File: config.mk
export PLATFORM = sky130hd
export DESIGN_NAME = wave_field_streamer_flat
export DESIGN_NICKNAME = d
export VERILOG_FILES = /design/src/rtl/wave_field_streamer_if.sv /design/src/rtl/wave_field_streamer.sv /design/src/flat_wrapper.sv
export SDC_FILE = /design/constraint.sdc
export NUM_CORES = 1
export LEC_CHECK = 0
export CORE_ASPECT_RATIO = 0.9
export CORE_MARGIN = 3
export CORE_UTILIZATION = 53
export CTS_CLUSTER_SIZE = 24
export DETAILED_ROUTE_END_ITERATION = 10
export PLACE_DENSITY = 0.87
export SLEW_MARGIN = 10
export SYNTH_ARGS = -nofsm -noshare
export SYNTH_HDL_FRONTEND = slang
export SYNTH_SLANG_ARGS = --single-unit
File: constraint.sdc
create_clock -name clk -period 9 [get_ports clk]
set_input_delay 1.8 -clock clk [delete_from_list [all_inputs] [get_ports clk]]
set_output_delay 1.8 -clock clk [all_outputs]
set_load 0.01 [all_outputs]
File: src/rtl/wave_field_streamer_if.sv
// Sample stream from the field readout engine to the host/DMA sink.
// The master drives one mesh sample per valid/ready handshake together with its framing flags.
interface wave_field_streamer_if #(
    parameter int MESH_X    = 8,
    parameter int MESH_Y    = 8,
    parameter int PSI_WIDTH = 16
);
    localparam int XW = $clog2(MESH_X);
    localparam int YW = $clog2(MESH_Y);

    logic                     out_valid;
    logic                     out_ready;
    logic [XW-1:0]            out_x;
    logic [YW-1:0]            out_y;
    // psi packed as {re, im}, both signed PSI_WIDTH-bit values
    logic [2*PSI_WIDTH-1:0]   out_psi;
    logic [PSI_WIDTH-1:0]     out_mag;
    logic                     out_sof;
    logic                     out_eol;
    logic                     out_eof;

    modport master (
        output out_valid, out_x, out_y, out_psi, out_mag, out_sof, out_eol, out_eof,
        input  out_ready
    );

    modport slave (
        input  out_valid, out_x, out_y, out_psi, out_mag, out_sof, out_eol, out_eof,
        output out_ready
    );
endinterface

File: src/rtl/wave_field_streamer.sv
// Field readout engine: on an accepted frame_done, walks the mesh read port in raster order,
// streams every sample with framing flags and reports the frame norm and peak magnitude.
module wave_field_streamer #(
    parameter int MESH_X    = 8,
    parameter int MESH_Y    = 8,
    parameter int PSI_WIDTH = 16,
    parameter int READ_LAT  = 1,
    localparam int XW = $clog2(MESH_X),
    localparam int YW = $clog2(MESH_Y),
    localparam int SW = PSI_WIDTH + XW + YW
) (
    input  logic                   clk,
    input  logic                   rst,
    input  logic                   frame_done_i,
    input  logic [7:0]             decim_i,
    output logic [XW-1:0]          read_x_o,
    output logic [YW-1:0]          read_y_o,
    input  logic [2*PSI_WIDTH-1:0] read_psi_i,
    input  logic [PSI_WIDTH-1:0]   read_magnitude_i,
    wave_field_streamer_if.master  sink,
    output logic                   hold_evolve_o,
    output logic                   norm_valid_o,
    output logic [SW-1:0]          norm_sum_o,
    output logic [PSI_WIDTH-1:0]   peak_mag_o,
    output logic [XW-1:0]          peak_x_o,
    output logic [YW-1:0]          peak_y_o,
    output logic [7:0]             overrun_cnt_o
);
    typedef enum logic [1:0] {ST_IDLE, ST_WAIT, ST_HOLD, ST_DONE} state_t;

    localparam logic [2:0]    LAT_LD = 3'(READ_LAT);
    localparam logic [XW-1:0] X_LAST = XW'(MESH_X - 1);
    localparam logic [YW-1:0] Y_LAST = YW'(MESH_Y - 1);

    state_t                 state_q, state_d;
    logic [7:0]             dcnt_q, dcnt_d;
    logic [2:0]             wait_q, wait_d;
    logic [XW-1:0]          rx_q, rx_d;
    logic [YW-1:0]          ry_q, ry_d;
    logic                   valid_q, valid_d;
    logic [XW-1:0]          ox_q, ox_d;
    logic [YW-1:0]          oy_q, oy_d;
    logic [2*PSI_WIDTH-1:0] psi_q, psi_d;
    logic [PSI_WIDTH-1:0]   mag_q, mag_d;
    logic                   sof_q, sof_d;
    logic                   eol_q, eol_d;
    logic                   eof_q, eof_d;
    logic [SW-1:0]          sum_q, sum_d;
    logic [PSI_WIDTH-1:0]   pk_mag_q, pk_mag_d;
    logic [XW-1:0]          pk_x_q, pk_x_d;
    logic [YW-1:0]          pk_y_q, pk_y_d;
    logic [7:0]             ovr_q, ovr_d;

    always_ff @(posedge clk or posedge rst) begin
        if (rst) begin
            state_q  <= ST_IDLE;
            dcnt_q   <= '0;
            wait_q   <= '0;
            rx_q     <= '0;
            ry_q     <= '0;
            valid_q  <= 1'b0;
            ox_q     <= '0;
            oy_q     <= '0;
            psi_q    <= '0;
            mag_q    <= '0;
            sof_q    <= 1'b0;
            eol_q    <= 1'b0;
            eof_q    <= 1'b0;
            sum_q    <= '0;
            pk_mag_q <= '0;
            pk_x_q   <= '0;
            pk_y_q   <= '0;
            ovr_q    <= '0;
        end else begin
            state_q  <= state_d;
            dcnt_q   <= dcnt_d;
            wait_q   <= wait_d;
            rx_q     <= rx_d;
            ry_q     <= ry_d;
            valid_q  <= valid_d;
            ox_q     <= ox_d;
            oy_q     <= oy_d;
            psi_q    <= psi_d;
            mag_q    <= mag_d;
            sof_q    <= sof_d;
            eol_q    <= eol_d;
            eof_q    <= eof_d;
            sum_q    <= sum_d;
            pk_mag_q <= pk_mag_d;
            pk_x_q   <= pk_x_d;
            pk_y_q   <= pk_y_d;
            ovr_q    <= ovr_d;
        end
    end

    always_comb begin
        state_d  = state_q;
        dcnt_d   = dcnt_q;
        wait_d   = wait_q;
        rx_d     = rx_q;
        ry_d     = ry_q;
        valid_d  = valid_q;
        ox_d     = ox_q;
        oy_d     = oy_q;
        psi_d    = psi_q;
        mag_d    = mag_q;
        sof_d    = sof_q;
        eol_d    = eol_q;
        eof_d    = eof_q;
        sum_d    = sum_q;
        pk_mag_d = pk_mag_q;
        pk_x_d   = pk_x_q;
        pk_y_d   = pk_y_q;
        ovr_d    = ovr_q;

        // Any frame_done outside IDLE is lost; the decimation phase is left untouched.
        if (frame_done_i && (state_q != ST_IDLE) && (ovr_q != 8'hFF)) begin
            ovr_d = ovr_q + 8'd1;
        end

        case (state_q)
            ST_IDLE: begin
                if (frame_done_i) begin
                    if (dcnt_q == 8'd0) begin
                        dcnt_d   = decim_i;
                        rx_d     = '0;
                        ry_d     = '0;
                        wait_d   = LAT_LD;
                        sum_d    = '0;
                        pk_mag_d = '0;
                        pk_x_d   = '0;
                        pk_y_d   = '0;
                        state_d  = ST_WAIT;
                    end else begin
                        dcnt_d = dcnt_q - 8'd1;
                    end
                end
            end
            ST_WAIT: begin
                wait_d = wait_q - 3'd1;
                if (wait_q <= 3'd1) begin
                    ox_d    = rx_q;
                    oy_d    = ry_q;
                    psi_d   = read_psi_i;
                    mag_d   = read_magnitude_i;
                    sof_d   = (rx_q == '0) && (ry_q == '0);
                    eol_d   = (rx_q == X_LAST);
                    eof_d   = (rx_q == X_LAST) && (ry_q == Y_LAST);
                    valid_d = 1'b1;
                    sum_d   = sum_q + SW'(read_magnitude_i);
                    // Strict compare keeps the first maximum in scan order.
                    if (read_magnitude_i > pk_mag_q) begin
                        pk_mag_d = read_magnitude_i;
                        pk_x_d   = rx_q;
                        pk_y_d   = ry_q;
                    end
                    state_d = ST_HOLD;
                end
            end
            ST_HOLD: begin
                if (sink.out_ready) begin
                    valid_d = 1'b0;
                    if (eof_q) begin
                        state_d = ST_DONE;
                    end else begin
                        if (rx_q == X_LAST) begin
                            rx_d = '0;
                            ry_d = ry_q + YW'(1);
                        end else begin
                            rx_d = rx_q + XW'(1);
                        end
                        wait_d  = LAT_LD;
                        state_d = ST_WAIT;
                    end
                end
            end
            ST_DONE: begin
                state_d = ST_IDLE;
            end
            default: begin
                state_d = ST_IDLE;
            end
        endcase
    end

    assign read_x_o       = rx_q;
    assign read_y_o       = ry_q;
    assign sink.out_valid = valid_q;
    assign sink.out_x     = ox_q;
    assign sink.out_y     = oy_q;
    assign sink.out_psi   = psi_q;
    assign sink.out_mag   = mag_q;
    assign sink.out_sof   = sof_q;
    assign sink.out_eol   = eol_q;
    assign sink.out_eof   = eof_q;
    assign hold_evolve_o  = (state_q != ST_IDLE);
    assign norm_valid_o   = (state_q == ST_DONE);
    assign norm_sum_o     = sum_q;
    assign peak_mag_o     = pk_mag_q;
    assign peak_x_o       = pk_x_q;
    assign peak_y_o       = pk_y_q;
    assign overrun_cnt_o  = ovr_q;
endmodule

File: src/flat_wrapper.sv
// flat-port wrapper written by rule: the top's interface ports become plain ports
module wave_field_streamer_flat 
#(
    parameter int MESH_X    = 8,
    parameter int MESH_Y    = 8,
    parameter int PSI_WIDTH = 16,
    parameter int READ_LAT  = 1,
    localparam int XW = $clog2(MESH_X),
    localparam int YW = $clog2(MESH_Y),
    localparam int SW = PSI_WIDTH + XW + YW
)
  (clk, rst, frame_done_i, decim_i, read_x_o, read_y_o, read_psi_i, read_magnitude_i, hold_evolve_o, norm_valid_o, norm_sum_o, peak_mag_o, peak_x_o, peak_y_o, overrun_cnt_o, sink_out_valid, sink_out_x, sink_out_y, sink_out_psi, sink_out_mag, sink_out_sof, sink_out_eol, sink_out_eof, sink_out_ready);
  wave_field_streamer_if #(.MESH_X(MESH_X), .MESH_Y(MESH_Y), .PSI_WIDTH(PSI_WIDTH)) sink_i ();
  input  logic clk;
  input  logic rst;
  input  logic frame_done_i;
  input  logic [7:0] decim_i;
  output logic [XW-1:0] read_x_o;
  output logic [YW-1:0] read_y_o;
  input  logic [2*PSI_WIDTH-1:0] read_psi_i;
  input  logic [PSI_WIDTH-1:0] read_magnitude_i;
  output logic hold_evolve_o;
  output logic norm_valid_o;
  output logic [SW-1:0] norm_sum_o;
  output logic [PSI_WIDTH-1:0] peak_mag_o;
  output logic [XW-1:0] peak_x_o;
  output logic [YW-1:0] peak_y_o;
  output logic [7:0] overrun_cnt_o;
  output wire logic [$bits(sink_i.out_valid)-1:0] sink_out_valid;
  output wire logic [$bits(sink_i.out_x)-1:0] sink_out_x;
  output wire logic [$bits(sink_i.out_y)-1:0] sink_out_y;
  output wire logic [$bits(sink_i.out_psi)-1:0] sink_out_psi;
  output wire logic [$bits(sink_i.out_mag)-1:0] sink_out_mag;
  output wire logic [$bits(sink_i.out_sof)-1:0] sink_out_sof;
  output wire logic [$bits(sink_i.out_eol)-1:0] sink_out_eol;
  output wire logic [$bits(sink_i.out_eof)-1:0] sink_out_eof;
  input wire logic [$bits(sink_i.out_ready)-1:0] sink_out_ready;
  assign sink_out_valid = sink_i.out_valid;
  assign sink_out_x = sink_i.out_x;
  assign sink_out_y = sink_i.out_y;
  assign sink_out_psi = sink_i.out_psi;
  assign sink_out_mag = sink_i.out_mag;
  assign sink_out_sof = sink_i.out_sof;
  assign sink_out_eol = sink_i.out_eol;
  assign sink_out_eof = sink_i.out_eof;
  assign sink_i.out_ready = sink_out_ready;
  wave_field_streamer #(.MESH_X(MESH_X), .MESH_Y(MESH_Y), .PSI_WIDTH(PSI_WIDTH), .READ_LAT(READ_LAT)) u_core (.clk(clk), .rst(rst), .frame_done_i(frame_done_i), .decim_i(decim_i), .read_x_o(read_x_o), .read_y_o(read_y_o), .read_psi_i(read_psi_i), .read_magnitude_i(read_magnitude_i), .sink(sink_i), .hold_evolve_o(hold_evolve_o), .norm_valid_o(norm_valid_o), .norm_sum_o(norm_sum_o), .peak_mag_o(peak_mag_o), .peak_x_o(peak_x_o), .peak_y_o(peak_y_o), .overrun_cnt_o(overrun_cnt_o));
endmodule
==> out/results.txt, run 1 <==
status -> completed
CTS root buf -> clkbuf_16
number of flops mapped to enable cells by yosys -> 0
First DRT Iteration DRCs -> 380
Die W -> 124 um
Slew Limit Fails -> 0
min-delay worst type -> flop to flop
Arrival @ worst endpoint -> 4.68 ns
syn avg cell area -> 9.14 um^2
Worst Path Required -> 9.29 ns
post-CTS sizing -> 0
Synth Area in Compound Gates -> 0.156
Final Cycle Share -> 0.488
Crit. End Element -> flop
share of the synthesized area in the top cell type -> 0.488
Die Area -> 0.0138 mm^2
critical path's largest stage delay -> 0.69 ns
FMAX -> 0.228 GHz
Power Density -> 362 mW/mm^2
first-pass GRT wire length -> 29.0 mm
final WL -> 17.8 mm
clk slew on worst S/H paths -> 0.05 ns
Post-Synth XOR/XNOR Area -> 0.0278
endpoints failing setup -> 0
number of diodes -> 0
Synth Area in Adders -> 0.0844
H-tree level count -> 4
Area Overhead vs Synth -> 38.3%
Pleak -> 0.00431 uW
initial antenna violation count -> 0
GRT overflow -> 0
Skew-Pair Late Insertion Delay -> 0.42 ns
Vias per Instance -> 5.58
Yosys top cell by area -> dfrtp_1
Max stage delay cell, worst path -> nand3_1
vias in the first global route -> 5865
IO buf count -> 177
register area share after synthesis -> 0.488
Max clock buf depth -> 2
critical path class -> input port to flop
GRT Util Overall -> 0.264
critical path launch point type -> input port
library cells used by synthesis -> 59
Slew HR -> 0.331
multiplexer share of the synthesized area -> 0.00644
Least-Margin Pin Slew -> 1.00 ns
DRT antenna net count -> 0
clock skew -> 0.00946 ns
min cycle time layout -> 4.39 ns
Simple-Gate Fraction of Synth Area -> 0.200
Top FF cell, synth -> dfrtp_1
final hold violation count -> 0
hold buffer count at CTS -> 0
largest family of logic cells by synthesized area -> simple AND/OR/NAND/NOR gates
Core Area -> 0.0121 mm^2
final setup TNS -> 0 ns
worst-path maximum fanout -> 22
Gate Count Post-Synth -> 723
Post-Synthesis Cell Area -> 0.00661 mm^2
Final #Nets -> 999
Max Cap Violations -> 0
WL/cell -> 16.7 um
total power -> 3310 uW
via count -> 5958
dpl hpwl -> 12.0 mm
CTS tree -> done
Synth async-reset ratio -> 1.00
# rows -> 38
Peak VDD IR -> 0.248 mV
num ports -> 178
post-CTS setup repair buffer count -> 0
CP bufs+invs -> 1
gp weighted congestion -> 0.904
Remaining DRCs -> 0
total CTS buffers -> 17
Synth Net Count -> 827
Filler cells -> 887
DR pass1 iterations -> 4
cells along the critical path -> clkdlybuf4s50_1, ha_1, nand4_1, nor3_1, a21boi_0, or4_1, nand3_1, a22o_1
CTS Sinks -> 129
layout cells sized above 1 -> 0.0540
Yosys warnings -> 0
RSZ-0062 raised after global routing -> no
CP top delay family -> simple AND/OR/NAND/NOR gates
largest net degree at the start of global routing -> 67
die height -> 112 um
top cells by area, synth -> dfrtp_1, nand2_1, ha_1
starting density of the core -> 0.545
number of synthesized register bits -> 129
==> state kept, by name, summed over array words and instances (netlist names), 8 cells and up <==
name	count
u_core.dcnt_q	8
u_core.norm_sum_o	22
u_core.peak_mag_o	16
u_core.sink.out_psi	32
u_core.overrun_cnt_o	8
u_core.sink.out_mag	16
==> path summary, 6_finish.rpt <==
check	cells past startpoint	start	slack, ns	endpoint
worst min register to register	2	u_core.sink.out_psi[10]	0.47	u_core.sink.out_psi[10]
worst max-delay path	8	read_magnitude_i[15]	4.61	u_core.peak_mag_o[10]
max in group asynchronous	3	rst	5.90	u_core.sink.out_mag[8]
worst min-delay path	2	u_core.sink.out_psi[10]	0.47	u_core.sink.out_psi[10]
worst max register to register	6	u_core.state_q[0]	5.73	u_core.peak_mag_o[10]
min in group asynchronous	2	rst	1.85	u_core.sink.out_psi[3]
==> per-layer routing <==
| metal | GRT usage | wire length, um |
|---|---|---|
| met1 | 0.344 | 7470 |
| met2 | 0.431 | 8670 |
| met3 | 0.0655 | 1290 |
| met4 | 0.0863 | 397 |
| met5 | 0 | 0 |
==> layout make-up <==
class	count	area [um^2]	area share
sequential	129	3230	0.353
inverter	37	144	0.0157
clock buffer	21	480	0.0526
tap	160	200	0.0219
clock inverter	11	150	0.0164
multi-input combinational	530	3150	0.344
timing repair buffer	180	1790	0.196
==> metrics by stage <==
step                area (um^2)  utilization  worst slack, ns  std cells  hold WS [ns]
floorplan                  6610            -             3.76        723         0.479
global placement           8510        0.702             4.34       1036         0.457
detailed placement         8510        0.702             4.24       1036         0.462
CTS                        9140        0.754             4.63       1068         0.477
global route               9140        0.754             4.45       1068         0.492
finish                     9140        0.754             4.61       1068         0.470
==> power breakdown <==
part           internal, uW  total (uW)  switching, uW
combinational           758        1530            767
sequential              830        1050            219
clock                   467         733            266
==> placed cells by master, fill, tap and decap left out, drive strengths merged, types with 7 or more instances in the layout <==
cell type,instances
and3,7
clkdlybuf4s50,177
dfrtp,129
nand4,9
ha,43
clkbuf,21
o21ai,51
a22o,24
inv,40
xor2,9
a21o,9
nand2,212
xnor2,12
a21oi,33
nor2,23
nand3,18
nand2b,9
==> synth_stat cells (all sizes together), types with 5 or more instances <==
| cell type | n |
|---|---|
| nand2 | 212 |
| dfrtp | 129 |
| o21ai | 51 |
| ha | 43 |
| inv | 37 |
| a21oi | 33 |
| a22o | 24 |
| nor2 | 23 |
| clkbuf | 19 |
| nand3 | 18 |
| xnor2 | 12 |
| a21o | 9 |
| nand2b | 9 |
| nand4 | 9 |
| xor2 | 9 |
| buf | 8 |
| and3 | 7 |
| o211ai | 6 |
| o21a | 5 |
==> kinds of logic (layout without fill, tap and decap cells) <==
kind of cell	Yosys count	after routing
AO/OA/AOI/OAI	158	158
XOR/XNOR	21	21
adder cells (fa/ha/maj)	44	44
buffers and inverters	64	249
flip-flops	129	129
multiplexers	4	4
AND/OR/NAND/NOR	303	303
==> worst reg2reg max path, stage by stage, from the launching register on <==
cell	delay, ns
dfrtp_1	0.56
nor2_1	0.43
nand2_1	0.27
nor4_1	0.49
or2_2	0.24
nand3_1	0.70
a22o_1	0.46
Note: power is estimated with default switching activity, not from simulation.
==> inputs of run 2 (changes only) <==
--- a/config.mk
+++ b/config.mk
@@ -7,10 +7,10 @@
 export LEC_CHECK = 0
 export CORE_ASPECT_RATIO = 0.9
 export CORE_MARGIN = 3
-export CORE_UTILIZATION = 53
+export CORE_UTILIZATION = 49
 export CTS_CLUSTER_SIZE = 24
 export DETAILED_ROUTE_END_ITERATION = 10
-export PLACE_DENSITY = 0.87
+export PLACE_DENSITY = 0.81
 export SLEW_MARGIN = 10
 export SYNTH_ARGS = -nofsm -noshare
 export SYNTH_HDL_FRONTEND = slang
==> constraint.sdc (replaced) <==
create_clock -name clk -period 4.3 [get_ports clk]
set_input_delay 0.86 -clock clk [delete_from_list [all_inputs] [get_ports clk]]
set_output_delay 0.86 -clock clk [all_outputs]
set_load 0.01 [all_outputs]
==> run 2 against run 1 <==
- clock-buffer cell count grew 2
- total power grew 110%
- clock power grew 110%
- critical path depth grew 2
- register-to-register slack lost 4.6 ns
- design area grew 0.41%
- flip-flop and latch count is the same
- worst hold slack is essentially flat
- setup slack lost 3.5 ns
- largest power group unchanged
==> out/results.txt, run 2 (synthesis results as in run 1) <==
DR pass1 iterations -> 5 (+1)
via count -> 5814 (-2.4%)
Remaining DRCs -> 0 (unchanged)
min cycle time layout -> 3.23 ns
clk slew on worst S/H paths -> 0.06 ns (about the same)
Slew Limit Fails -> 0 (unchanged)
critical path class -> input port to flop
Area Overhead vs Synth -> 38.9%
Max clock buf depth -> 2 (unchanged)
Worst Path Required -> 4.55 ns (-4.74 ns)
Worst Hold Depth -> 2 (unchanged)
IO buf count -> 177 (unchanged)
largest net degree at the start of global routing -> 55 (-18%)
Die W -> 128 um (+3.8%)
commonest non-fill, non-tap cell in the layout -> nand2_1
Least-Margin Pin Slew -> 0.956 ns (-0.0444 ns)
fin util -> 0.710 (-0.0442)
clock skew -> 0.00654 ns (-0.00291 ns)
# rows -> 39 (+2.6%)
Final #Nets -> 1002 (+0.30%)
CTS root buf -> clkbuf_16
Max Cap Violations -> 0 (unchanged)
Peak VDD IR -> 0.438 mV (+77%)
final setup TNS -> 0 ns (unchanged)
total CTS buffers -> 17 (unchanged)
multi-input logic area -> 0.00315 mm^2 (unchanged)
Arrival @ worst endpoint -> 3.49 ns (-1.19 ns)
CTS tree -> done
critical path's largest stage delay -> 0.50 ns (-0.19 ns)
layout cells sized above 1 -> 0.0549 (+0.000920)
WL/cell -> 16.2 um (-3.0%)
hold endpoint -> u_core.sink.out_psi[29]
RR Endpoint -> u_core.peak_mag_o[12]
most frequent cells in the layout -> nand2_1, clkdlybuf4s50_1, dfrtp_1
Crit. End Element -> flop
num ports -> 178 (unchanged)
Max stage delay cell, worst path -> clkdlybuf4s50_1
dpl hpwl -> 12.4 mm (+3.4%)
FMAX -> 0.309 GHz
first-pass GRT wire length -> 28.7 mm (-0.95%)
Worst Hold Slack -> 0.469 ns (-0.000270 ns)
max reg flops -> 32 (unchanged)
RSZ-0062 raised after global routing -> no
hold wc startpoint -> u_core.sink.out_psi[29]
critical path launch point type -> input port
Vias per Instance -> 5.41 (-3.1%)
endpoints failing setup -> 0 (unchanged)
die height -> 116 um (+3.8%)
cells along the critical path -> clkdlybuf4s50_1, ha_1, inv_1, fa_1, nand2b_1, a211oi_1, o21ai_0, o311ai_0, xnor2_1, o21ai_0
CTS Sinks -> 129 (unchanged)
min-delay worst type -> flop to flop
gp weighted congestion -> 0.908 (+0.40%)
post-CTS setup repair buffer count -> 0 (unchanged)
Die Area -> 0.0149 mm^2 (+7.7%)
Skew-Pair Late Insertion Delay -> 0.42 ns (about the same)
final hold violation count -> 0 (unchanged)
Register Area -> 0.00323 mm^2 (unchanged)
Slew HR -> 0.362 (+0.0308)
First DRT Iteration DRCs -> 343 (-9.7%)
starting density of the core -> 0.511 (-0.0340)
Core Area -> 0.0129 mm^2 (+6.7%)
Power Density -> 747 mW/mm^2 (+110%)
worst-path maximum fanout -> 3 (-86%)
initial antenna violation count -> 0 (unchanged)
cell mode on critical path -> o21ai_0
reg2reg path depth -> 7 (+1)
Filler cells -> 984 (+11%)
H-tree level count -> 4 (unchanged)
Pleak -> 0.00432 uW (+0.28%)
vias in the first global route -> 5643 (-3.8%)
Worst R2R Setup Slack -> 1.14 ns (-4.59 ns)
GRT Util Overall -> 0.245 (-0.0189)
status -> completed
DRT antenna net count -> 0 (unchanged)
GRT overflow -> 0 (unchanged)
final WL -> 17.4 mm (-2.4%)
Final Cycle Share -> 0.752
hold buffer count at CTS -> 0 (unchanged)
worst r2r src -> u_core.state_q[0]
post-CTS sizing -> 0 (unchanged)
number of diodes -> 0 (unchanged)
[run 2: cell types whose count changed in the layout (fill, tap and decap cells not counted), sizes merged]
cell      delta
clkinvlp     +1
buf          +3
clkinv       +1
inv          -4
clkbuf       +2
[run 2: worst max-delay path, delay by kind of cell]
family / cells / cell delay (ns)
simple gates: 1 / 0.20
buf+inv: 2 / 0.56
compound gates: 4 / 1.12
fa+ha+maj: 2 / 0.59
xor+xnor: 1 / 0.16
[run 2: power breakdown]
| part | internal, uW | switching [uW] |
|---|---|---|
| sequential | 1740 | 447 |
| clock | 971 | 534 |
| combinational | 1590 | 1580 |
| total | 4300 | 2560 |
[run 2: cell type report]
| type | instances | share of cell area |
|---|---|---|
| clock buffer | 23 | 0.0532 |
| tap | 164 | 0.0224 |
| clock inverter | 9 | 0.0140 |
| sequential | 129 | 0.352 |
| multi-input combinational | 530 | 0.343 |
| inverter | 37 | 0.0155 |
| timing repair buffer | 183 | 0.201 |
[run 2: worst max path at each step]
stage	start	endpoint	slack, ns	cells past startpoint
3_3_place_gp	read_magnitude_i[14]	u_core.peak_mag_o[0]	0.74	8
5_1_grt	read_magnitude_i[0]	u_core.norm_sum_o[14]	0.78	10
6_report	read_magnitude_i[0]	u_core.norm_sum_o[14]	1.07	10
4_1_cts	read_magnitude_i[0]	u_core.norm_sum_o[14]	1.09	10
2_1_floorplan	read_magnitude_i[0]	u_core.norm_sum_o[14]	1.51	9
3_5_place_dp	read_magnitude_i[0]	u_core.norm_sum_o[14]	0.67	10
[run 2: stage by stage]
step	area (um^2)	power (uW)	worst slack, ns	cells
finish	9180	6860	1.07	1075
global route	9180	7390	0.782	1075
CTS	9180	6900	1.09	1075
detailed placement	8560	5360	0.667	1043
global placement	8560	5290	0.738	1043
floorplan	6610	3890	1.51	723
[run 2: layer usage]
layer	track usage	vias up	routed length (um)
met5	0	-	0
met4	0.0799	0	309
met3	0.0732	27	1210
met2	0.385	192	8150
met1	0.329	2774	7740
li1	-	2821	-
==> inputs of run 3 (changes only) <==
--- a/config.mk
+++ b/config.mk
@@ -7,10 +7,10 @@
 export LEC_CHECK = 0
 export CORE_ASPECT_RATIO = 0.9
 export CORE_MARGIN = 3
-export CORE_UTILIZATION = 49
+export CORE_UTILIZATION = 44
 export CTS_CLUSTER_SIZE = 24
 export DETAILED_ROUTE_END_ITERATION = 10
-export PLACE_DENSITY = 0.81
+export PLACE_DENSITY = 0.77
 export SLEW_MARGIN = 10
 export SYNTH_ARGS = -nofsm -noshare
 export SYNTH_HDL_FRONTEND = slang
==> constraint.sdc (replaced) <==
create_clock -name clk -period 2.7 [get_ports clk]
set_input_delay 0.54 -clock clk [delete_from_list [all_inputs] [get_ports clk]]
set_output_delay 0.54 -clock clk [all_outputs]
set_load 0.01 [all_outputs]
==> run 3 against run 2 <==
- die area rose by 11%
- largest power group unchanged
- wire length rose by 5.5%
- critical endpoint is now u_core.peak_y_o[2]
- clock-buffer cell count rose by 1
==> out/results.txt, run 3 (synthesis results as in run 1) <==
WL/cell -> 15.7 um (-2.7%)
Final WS setup -> 0.108 ns (-0.958 ns)
starting density of the core -> 0.460 (-0.0510)
num ports -> 178 (unchanged)
final hold violation count -> 0 (unchanged)
Power Density -> 1170 mW/mm^2 (+57%)
worst-path maximum fanout -> 11 (+8)
status -> completed
first-pass GRT wire length -> 30.2 mm (+5.1%)
Die Area -> 0.0165 mm^2 (+11%)
Crit. End Element -> flop
Worst Path Required -> 2.99 ns (-1.56 ns)
Max Cap Violations -> 0 (unchanged)
Peak VDD IR -> 0.604 mV (+38%)
largest net degree at the start of global routing -> 46 (-16%)
pre-CTS setup slack -> -0.439 ns (-1.11 ns)
GRT overflow -> 0 (unchanged)
Post-DP Area -> 0.00909 mm^2 (+6.2%)
number of diodes -> 0 (unchanged)
via count -> 6125 (+5.3%)
Design Area, Final -> 0.00969 mm^2 (+5.6%)
commonest non-fill, non-tap cell in the layout -> nand2_1
placed cell count -> 1136 (+8.9%)
min-delay worst type -> input port to flop
clock share of power -> 0.205 (-0.014)
H-tree level count -> 4 (unchanged)
Die W -> 135 um (+5.3%)
total power -> 11400 uW (+66%)
IO buf count -> 177 (unchanged)
initial antenna violation count -> 0 (unchanged)
Slew Limit Fails -> 0 (unchanged)
CTS Sinks -> 129 (unchanged)
Final Cycle Share -> 0.960
critical path's largest stage delay -> 0.45 ns (-0.05 ns)
Net Sw Frac -> 0.368 (-0.00523)
Worst Hold Slack -> 0.448 ns (-0.0219 ns)
clock skew -> 0.00684 ns (+0.000301 ns)
Least-Margin Pin Slew -> 0.677 ns (-0.280 ns)
die height -> 122 um (+5.2%)
DR pass1 iterations -> 5 (unchanged)
# rows -> 41 (+5.1%)
Remaining DRCs -> 0 (unchanged)
layout cells sized above 1 -> 0.115 (+0.0602)
endpoints failing setup -> 0 (unchanged)
Final #Nets -> 1066 (+6.4%)
vias in the first global route -> 5974 (+5.9%)
Core Area -> 0.0144 mm^2 (+11%)
First DRT Iteration DRCs -> 338 (-1.5%)
CTS tree -> done
Worst R2R Setup Slack -> 0.29 ns (-0.85 ns)
Layout Cells excl Fill -> 1166 (+8.5%)
dpl hpwl -> 13.6 mm (+10%)
critical path class -> input port to flop
cells along the critical path -> clkdlybuf4s50_1, ha_1, a21oi_1, nand2_1, a211o_1, or4_1, and3_1, buf_4, a22o_1
Max clock buf depth -> 2 (unchanged)
FMAX -> 0.386 GHz
total CTS buffers -> 17 (unchanged)
GRT Util Overall -> 0.228 (-0.0173)
Arrival @ worst endpoint -> 2.89 ns (-0.60 ns)
Net Sw Power -> 4180 uW (+63%)
clk slew on worst S/H paths -> 0.06 ns (about the same)
RSZ-0062 raised after global routing -> no
Skew-Pair Late Insertion Delay -> 0.41 ns (about the same)
Gate power share -> 0.492 (+0.030)
most frequent cells in the layout -> nand2_1, clkdlybuf4s50_1, dfrtp_1
final WL -> 18.4 mm (+5.5%)
DRT antenna net count -> 0 (unchanged)
min cycle time layout -> 2.59 ns
Max stage delay cell, worst path -> clkdlybuf4s50_1
Area Overhead vs Synth -> 46.7%
Seq pwr share -> 0.303 (-0.015)
gp weighted congestion -> 0.928 (+2.2%)
Pleak -> 0.00464 uW (+7.3%)
Slew HR -> 0.548 (+0.186)
critical path launch point type -> input port
internal power -> 7180 uW (+67%)
max reg flops -> 32 (unchanged)
CTS root buf -> clkbuf_16
Vias per Instance -> 5.25 (-2.9%)
post-CTS setup repair buffer count -> 0 (unchanged)
[run 3: cell types whose count changed in the layout (fill, tap and decap cells not counted), sizes merged]
cell,delta
buf,+64
clkinv,-1
dlymetal6s2s,+2
clkbuf,+1
clkdlybuf4s50,-2
clkinvlp,-2
[run 3: final timing paths]
path / from / to / cells past startpoint
worst max register to register: u_core.peak_mag_o[14] / u_core.peak_y_o[2] / 9
worst min-delay path: read_magnitude_i[0] / u_core.peak_mag_o[0] / 2
worst min register to register: u_core.sink.out_psi[15] / u_core.sink.out_psi[15] / 2
min in group asynchronous: rst / u_core.peak_mag_o[0] / 2
max in group asynchronous: rst / u_core.sink.out_psi[12] / 3
worst max-delay path: read_magnitude_i[14] / u_core.peak_y_o[2] / 9
[run 3: power by group through the flow]
stage          combinational (uW)  clock (uW)  sequential, uW
5_1_grt                      6200        2450            3550
6_report                     5600        2330            3440
3_5_place_dp                 5580           0            3460
4_1_cts                      5610        2370            3440
2_1_floorplan                2510           0            3680
3_3_place_gp                 5470           0            3440
[run 3: per-layer routing]
layer / vias to the layer above / GRT usage / part of all wire
li1: 2959 / - / -
met1: 2942 / 0.317 / 0.45
met5: - / 0 / 0
met2: 205 / 0.364 / 0.47
met4: 0 / 0.0560 / 0.012
met3: 19 / 0.0525 / 0.066
[run 3: worst max-delay path, delay by kind of cell]
kind	cells	cell delay (ns)
buffers and inverters	2	0.63
adders and majority gates	1	0.34
and+or+nand+nor	3	0.69
AOI/OAI and AO/OA	3	0.69
[run 3: metrics by stage]
| stage | setup TNS (ns) | utilization |
|---|---|---|
| 6_report | 0 | 0.675 |
| 3_5_place_dp | -10.54 | 0.633 |
| 4_1_cts | 0 | 0.674 |
| 2_1_floorplan | 0 | - |
| 5_1_grt | 0 | 0.675 |
| 3_3_place_gp | -9.24 | 0.633 |
[run 3: layout make-up]
cell class,instances,area [um^2]
repair buffers,247,2340
fillers,1181,4670
flip-flops and latches,129,3230
well taps,193,241
inverters,37,143
multi-input cells,530,3150
clock buffers,24,482
clock inverters,6,105
[run 3: repair_timing]
action	in CTS	in global routing
setup endpoints to repair	1	28
pin swaps	0	5
hold buffers	0	0
resized for setup	1	7
